<file path="config.mk">
export PLATFORM = sky130hd
export DESIGN_NAME = icache_resp_flat
export DESIGN_NICKNAME = d
export VERILOG_FILES = /design/src/rtl/icache_resp_if.sv /design/src/rtl/icache_resp.sv /design/src/flat_wrapper.sv
export SDC_FILE = /design/constraint.sdc
export NUM_CORES = 2
export LEC_CHECK = 0
export ABC_CLOCK_PERIOD_IN_PS = 4700
export BUFFER_PORTS_ARGS = -buffer_cell sky130_fd_sc_hd__buf_2
export CORE_AREA = 3 3 417 522
export DETAILED_ROUTE_END_ITERATION = 12
export DIE_AREA = 0 0 420 525
export GPL_TIMING_DRIVEN = 1
export PLACE_DENSITY = 0.62
export SYNTH_ARGS = -nofsm -noshare
export SYNTH_HDL_FRONTEND = slang
export SYNTH_SLANG_ARGS = --single-unit
export TNS_END_PERCENT = 50
</file>
<file path="constraint.sdc">
create_clock -name clk -period 4.7 [get_ports clk]
set_input_delay 0.94 -clock clk [delete_from_list [all_inputs] [get_ports clk]]
set_output_delay 0.94 -clock clk [all_outputs]
set_load 0.005 [all_outputs]
</file>
<file path="src/rtl/icache_resp_if.sv">
// Fetch-side and refill-side signals of the instruction cache bundled into one interface.
// The slave modport is the cache; the master modport is its environment
// (fetch stage plus memory arbiter).
interface icache_resp_if;
  logic [31:0] imem_addr;
  logic [31:0] imem_data;
  logic        imem_stall;
  logic        flush;
  logic        mem_req_valid;
  logic        mem_req_ready;
  logic [31:0] mem_req_addr;
  logic        mem_rsp_valid;
  logic [31:0] mem_rsp_data;

  modport slave (
    input  imem_addr, flush, mem_req_ready, mem_rsp_valid, mem_rsp_data,
    output imem_data, imem_stall, mem_req_valid, mem_req_addr
  );

  modport master (
    output imem_addr, flush, mem_req_ready, mem_rsp_valid, mem_rsp_data,
    input  imem_data, imem_stall, mem_req_valid, mem_req_addr
  );
endinterface

</file>
<file path="src/rtl/icache_resp.sv">
// Direct-mapped read-only instruction cache.
// A hit answers in the same cycle. A miss stalls fetch and refills the whole line
// through a request/burst-response handshake.
module icache_resp #(
  parameter int LINES          = 16,
  parameter int WORDS_PER_LINE = 4
) (
  input  logic         clk,
  input  logic         reset,
  icache_resp_if.slave bus
);
  localparam int OFF_W = $clog2(WORDS_PER_LINE);
  localparam int IDX_W = $clog2(LINES);
  localparam int TAG_W = 30 - OFF_W - IDX_W;
  localparam int NWORD = LINES * WORDS_PER_LINE;

  typedef enum logic [1:0] {IDLE = 2'd0, REQ = 2'd1, FILL = 2'd2} state_t;

  state_t             state_q, state_d;
  logic [LINES-1:0]   valid_q, valid_d;
  logic [TAG_W-1:0]   tag_q  [LINES];
  logic [TAG_W-1:0]   tag_d  [LINES];
  logic [31:0]        data_q [NWORD];
  logic [31:0]        data_d [NWORD];
  logic [31:0]        line_addr_q, line_addr_d;
  logic [OFF_W-1:0]   cnt_q, cnt_d;
  logic               flush_pend_q, flush_pend_d;

  logic [OFF_W-1:0]   off_s;
  logic [IDX_W-1:0]   idx_s;
  logic [TAG_W-1:0]   tag_s;
  logic [IDX_W-1:0]   fill_idx_s;
  logic [TAG_W-1:0]   fill_tag_s;
  logic               hit_s;

  assign off_s      = bus.imem_addr[OFF_W+1:2];
  assign idx_s      = bus.imem_addr[OFF_W+IDX_W+1:OFF_W+2];
  assign tag_s      = bus.imem_addr[31:OFF_W+IDX_W+2];
  assign fill_idx_s = line_addr_q[OFF_W+IDX_W+1:OFF_W+2];
  assign fill_tag_s = line_addr_q[31:OFF_W+IDX_W+2];

  // Hit lookup and fetch-facing outputs; purely combinational so a hit costs no cycle.
  always_comb begin
    hit_s          = (state_q == IDLE) && valid_q[idx_s] && (tag_q[idx_s] == tag_s);
    bus.imem_stall = ~hit_s;
    if (hit_s) begin
      bus.imem_data = data_q[{idx_s, off_s}];
    end else begin
      bus.imem_data = 32'h0;
    end
    bus.mem_req_valid = (state_q == REQ);
    bus.mem_req_addr  = line_addr_q;
  end

  // Refill FSM next state plus all storage updates (valid bits, tags, line data).
  always_comb begin
    state_d      = state_q;
    valid_d      = valid_q;
    tag_d        = tag_q;
    data_d       = data_q;
    line_addr_d  = line_addr_q;
    cnt_d        = cnt_q;
    flush_pend_d = flush_pend_q;
    case (state_q)
      IDLE: begin
        // A flush here only clears valids; a concurrent hit has already been answered.
        if (bus.flush) begin
          valid_d = '0;
        end else begin
          valid_d = valid_q;
        end
        if (!hit_s) begin
          line_addr_d = {bus.imem_addr[31:OFF_W+2], {(OFF_W+2){1'b0}}};
          state_d     = REQ;
        end else begin
          state_d     = IDLE;
        end
      end
      REQ: begin
        if (bus.flush) begin
          flush_pend_d = 1'b1;
        end else begin
          flush_pend_d = flush_pend_q;
        end
        if (bus.mem_req_ready) begin
          cnt_d   = '0;
          state_d = FILL;
        end else begin
          state_d = REQ;
        end
      end
      FILL: begin
        if (bus.flush) begin
          flush_pend_d = 1'b1;
        end else begin
          flush_pend_d = flush_pend_q;
        end
        if (bus.mem_rsp_valid) begin
          data_d[{fill_idx_s, cnt_q}] = bus.mem_rsp_data;
          cnt_d = cnt_q + {{(OFF_W-1){1'b0}}, 1'b1};
          if (cnt_q == OFF_W'(WORDS_PER_LINE - 1)) begin
            tag_d[fill_idx_s] = fill_tag_s;
            // A flush seen at any point of the fill (even on this beat) wins over install.
            if (flush_pend_q || bus.flush) begin
              valid_d = '0;
            end else begin
              valid_d[fill_idx_s] = 1'b1;
            end
            flush_pend_d = 1'b0;
            state_d      = IDLE;
          end else begin
            state_d = FILL;
          end
        end else begin
          state_d = FILL;
        end
      end
      default: begin
        state_d = IDLE;
      end
    endcase
  end

  // Control state with asynchronous active-low reset.
  always_ff @(posedge clk or negedge reset) begin
    if (!reset) begin
      state_q      <= IDLE;
      valid_q      <= '0;
      line_addr_q  <= 32'h0;
      cnt_q        <= '0;
      flush_pend_q <= 1'b0;
    end else begin
      state_q      <= state_d;
      valid_q      <= valid_d;
      line_addr_q  <= line_addr_d;
      cnt_q        <= cnt_d;
      flush_pend_q <= flush_pend_d;
    end
  end

  // Tag and data arrays carry no reset; the valid bits guard them.
  always_ff @(posedge clk) begin
    tag_q  <= tag_d;
    data_q <= data_d;
  end
endmodule
</file>
<file path="src/flat_wrapper.sv">
// flat-port wrapper written by rule: the top's interface ports become plain ports
module icache_resp_flat 
#(
  parameter int LINES          = 16,
  parameter int WORDS_PER_LINE = 4
)
  (clk, reset, bus_imem_addr, bus_flush, bus_mem_req_ready, bus_mem_rsp_valid, bus_mem_rsp_data, bus_imem_data, bus_imem_stall, bus_mem_req_valid, bus_mem_req_addr);
  icache_resp_if bus_i ();
  input  logic clk;
  input  logic reset;
  input wire logic [$bits(bus_i.imem_addr)-1:0] bus_imem_addr;
  input wire logic [$bits(bus_i.flush)-1:0] bus_flush;
  input wire logic [$bits(bus_i.mem_req_ready)-1:0] bus_mem_req_ready;
  input wire logic [$bits(bus_i.mem_rsp_valid)-1:0] bus_mem_rsp_valid;
  input wire logic [$bits(bus_i.mem_rsp_data)-1:0] bus_mem_rsp_data;
  output wire logic [$bits(bus_i.imem_data)-1:0] bus_imem_data;
  output wire logic [$bits(bus_i.imem_stall)-1:0] bus_imem_stall;
  output wire logic [$bits(bus_i.mem_req_valid)-1:0] bus_mem_req_valid;
  output wire logic [$bits(bus_i.mem_req_addr)-1:0] bus_mem_req_addr;
  assign bus_i.imem_addr = bus_imem_addr;
  assign bus_i.flush = bus_flush;
  assign bus_i.mem_req_ready = bus_mem_req_ready;
  assign bus_i.mem_rsp_valid = bus_mem_rsp_valid;
  assign bus_i.mem_rsp_data = bus_mem_rsp_data;
  assign bus_imem_data = bus_i.imem_data;
  assign bus_imem_stall = bus_i.imem_stall;
  assign bus_mem_req_valid = bus_i.mem_req_valid;
  assign bus_mem_req_addr = bus_i.mem_req_addr;
  icache_resp #(.LINES(LINES), .WORDS_PER_LINE(WORDS_PER_LINE)) u_core (.clk(clk), .reset(reset), .bus(bus_i));
endmodule
</file>
==> flow_summary.toml <==
[cells_and_area]
regArea_sq_um = 74300
layout.nets = 4537
final_util = 0.521
postLayoutCellArea_sq_um = 111000
final_cells = 7446
syn2layout_area_growth_pct = 15.7
fillCellCount = 16200
multiInputGateArea_sq_um = 21100
drive_gt1_frac = 0.345

[setup_path]
cp_slowest_cell = "or4_1"
crit_type = "in -> out"
worstPathRequired_ns = 3.76
rr_worst_depth = 10
critical_path_arrival_ns = 4.34
cpPeakStageDelay_ns = 0.54
crit_chain = "buf_8 > buf_4 > buf_12 > mux4_2 > nand2_1 > nand4_1 > or4_1 > or4b_4 > or2_4 > buf_16 > a311oi_4 > buf_2"
critPathCaptureType = "output port"
critical_path.max_fanout = 10
startpoint_type = "primary input"

[status]
status = "finished, violations left"
violations = "setup timing"

[cts]
numCtsBuffers = 231
ctsHtreeMaxLevel = 4
clock_sinks = 2481
clk_pin_slew_ns = 0.06
insertion_delay_ns = 0.88
clockBufferDepth = 3
cts-root-buf = "clkbuf_16"
cts_tree = "done"

[die]
io_pins = 135
rows = 189
die_w_um = 420
core_area_sq_um = 213000
die_y_um = 525
start_util = 0.450
dieArea_sq_um = 221000

[power_and_ir_drop]
power_density_nw_per_um2 = 432
switchingPower_w = 0.0108
power_frac_seq = 0.538
clockPowerShare = 0.393
combPwrFrac = 0.069
p_leak_nw = 34.9
report.power.total_w = 0.0479
p_int_w = 0.0371
vdd.ir_drop.worst_v = 0.000394
power_switching_share = 0.225

[sta]
skew_ns = 0.0684
fmax_mhz = 189
tightest_slew_ns = 1.21
hold_violations = 0
finalCriticalPeriod_ns = 5.28
slew_viol_final = 0
period_share = 1.12
setup_viol_count_final = 33
rsz0062_at_grt = "true"
totalNegativeSetupSlack_ns = -14.47
worst_slack_ns = -0.582
relSlewSlack = 0.191

[yosys]
ys_seq_area_frac = 0.776
netlist_area_sq_um = 95700
synth.area.top_cells = "edfxtp_1, mux4_2, dfrtp_1, mux2i_1, clkbuf_1"
ys_types = 62
syn_avg_cell_area_sq_um = 23.8
ys_warn_count = 0
synth_edf_count = 2432
yosys.area.top_type_share = 0.763
synthCells = 4015
yosysTopAreaCell = "edfxtp_1"
ys_ff_latch = 2481
async_flop_share = 0.0198
synthFlopType = "edfxtp_1"

[global_route]
overflow = 0
grt_use_total = 0.216
grt_max_degree = 65
grt_pass1_vias = 46300
antenna_found_initial = 17
grt_pass1_wl_mm = 341

[min_path]
whs_path_depth = 2
hold_path_class = "in -> reg"

[detailed_routing]
first_pass_iters = 5
finalWirelength_mm = 237
postRouteAntennaNets = 0
num_vias = 44800
drc = 0
wl_per_cell_um = 31.8
viasPerCell = 6.02
drt_iter0_drc = 4959

[place]
io_buffer_count = 128
dpl_cell_area_sq_um = 103000
dp_hpwl_mm = 136
gp_congestion = 0.777
dp_cells = 6994

[run]
drv_cap = 0
[layout make-up]
type                    count  area share
repair buffers            434      0.0371
flip-flops and latches   2481       0.671
clock inverters           131      0.0136
clock buffers             305      0.0557
multi-input cells        1307       0.191
diodes                     11    0.000249
inverters                   8    0.000339
well taps                2769      0.0313
[power by group through the flow]
stage | logic, W | clock network (W) | registers, W
after floorplan | 0.00175 | 0 | 0.0259
after global placement | 0.00325 | 0 | 0.0262
after global routing | 0.00351 | 0.0201 | 0.0258
after CTS | 0.00332 | 0.0192 | 0.0257
final | 0.00330 | 0.0188 | 0.0257
after detailed placement | 0.00330 | 0 | 0.0262
[cell families (layout without fill, tap and decap cells)]
family / Yosys count / in the layout / synth area share
and+or+nand+nor: 296 / 296 / 0.0157
muxes: 857 / 857 / 0.184
xor gates and xnor gates: 25 / 25 / 0.00229
DFF: 2481 / 2481 / 0.776
other: 1 / 15 / 0.0000392
adders and majority gates: 5 / 5 / 0.000654
AOI/OAI and AO/OA: 120 / 120 / 0.00986
buffers and inverters: 230 / 878 / 0.0106
[critical path: cells and delay by family]
family / cells / cell delay, ns
and+or+nand+nor: 5 / 1.65
buffers and inverters: 5 / 0.89
AOI/OAI and AO/OA: 1 / 0.33
muxes: 1 / 0.50
[metrics by stage]
step,worst slack (ns),hold WS (ns)
floorplan,-0.0369,0.457
CTS,-0.622,0.233
global route,-0.673,0.268
global placement,-0.763,0.472
finish,-0.582,0.318
detailed placement,-0.767,0.485
[placed cells by master, fill, tap and decap left out, drive strengths merged, types with 26 or more instances in the layout]
cell type  instances
buf              433
a22oi             26
clkinv           100
edfxtp          2432
clkbuf           305
nor2b             39
mux2              38
dfrtp             49
mux4             721
mux2i             98
nor2             113
nand2             39
[routing by layer]
| metal | track usage | part of all wire | routed length [um] |
|---|---|---|---|
| met5 | 0 | 0.000072 | 17 |
| met4 | 0.0538 | 0.023 | 5340 |
| met3 | 0.0364 | 0.062 | 14700 |
| met2 | 0.365 | 0.52 | 122000 |
| met1 | 0.294 | 0.40 | 94700 |
[sequential cells by signal, indices dropped and copies added (netlist names)]
register and cells:
u_core.tag_q 384, u_core.state_q 2, u_core.valid_q 16, u_core.cnt_q 2, u_core.bus.mem_req_addr 28, u_core.data_q 2048, u_core.flush_pend_q 1
[final timing paths]
path | from | endpoint | slack (ns)
setup / recovery | bus_imem_addr[4] | bus_imem_data[14] | -0.58
hold / removal | bus_imem_addr[19] | u_core.bus.mem_req_addr[19] | 0.32
setup reg to reg | u_core.tag_q[84] | u_core.bus.mem_req_addr[13] | 1.27
hold reg to reg | u_core.valid_q[3] | u_core.valid_q[3] | 0.50
max in group asynchronous | reset | u_core.bus.mem_req_addr[5] | 3.14
min in group asynchronous | reset | u_core.bus.mem_req_addr[30] | 0.60
[cells in the mapped netlist (6+ instances only)]
master,count
buf_4,8
a22oi_1,26
mux2_2,26
nand2b_1,7
nor2b_1,39
xnor2_1,15
nor2_1,113
a21oi_1,23
buf_6,9
o21ai_0,6
or3_1,8
a211oi_1,17
buf_2,36
inv_1,7
mux4_2,721
o22ai_1,6
a211oi_2,7
buf_1,19
edfxtp_1,2432
xor2_1,10
nand3_1,13
nor3_1,14
clkbuf_1,149
mux2i_1,98
and2_1,14
nand2_1,39
nand4_1,12
a311oi_2,7
dfrtp_1,49
mux2_1,12
[timing repair]
item,CTS,global route
pin swaps,5,0
resized for setup,11,14
hold buffers,1,0
setup endpoints to repair,33,33
gates cloned,2,0
endpoints found under the hold margin,4,0
setup buffers,4,0
Note: power is estimated with default switching activity, not from simulation.
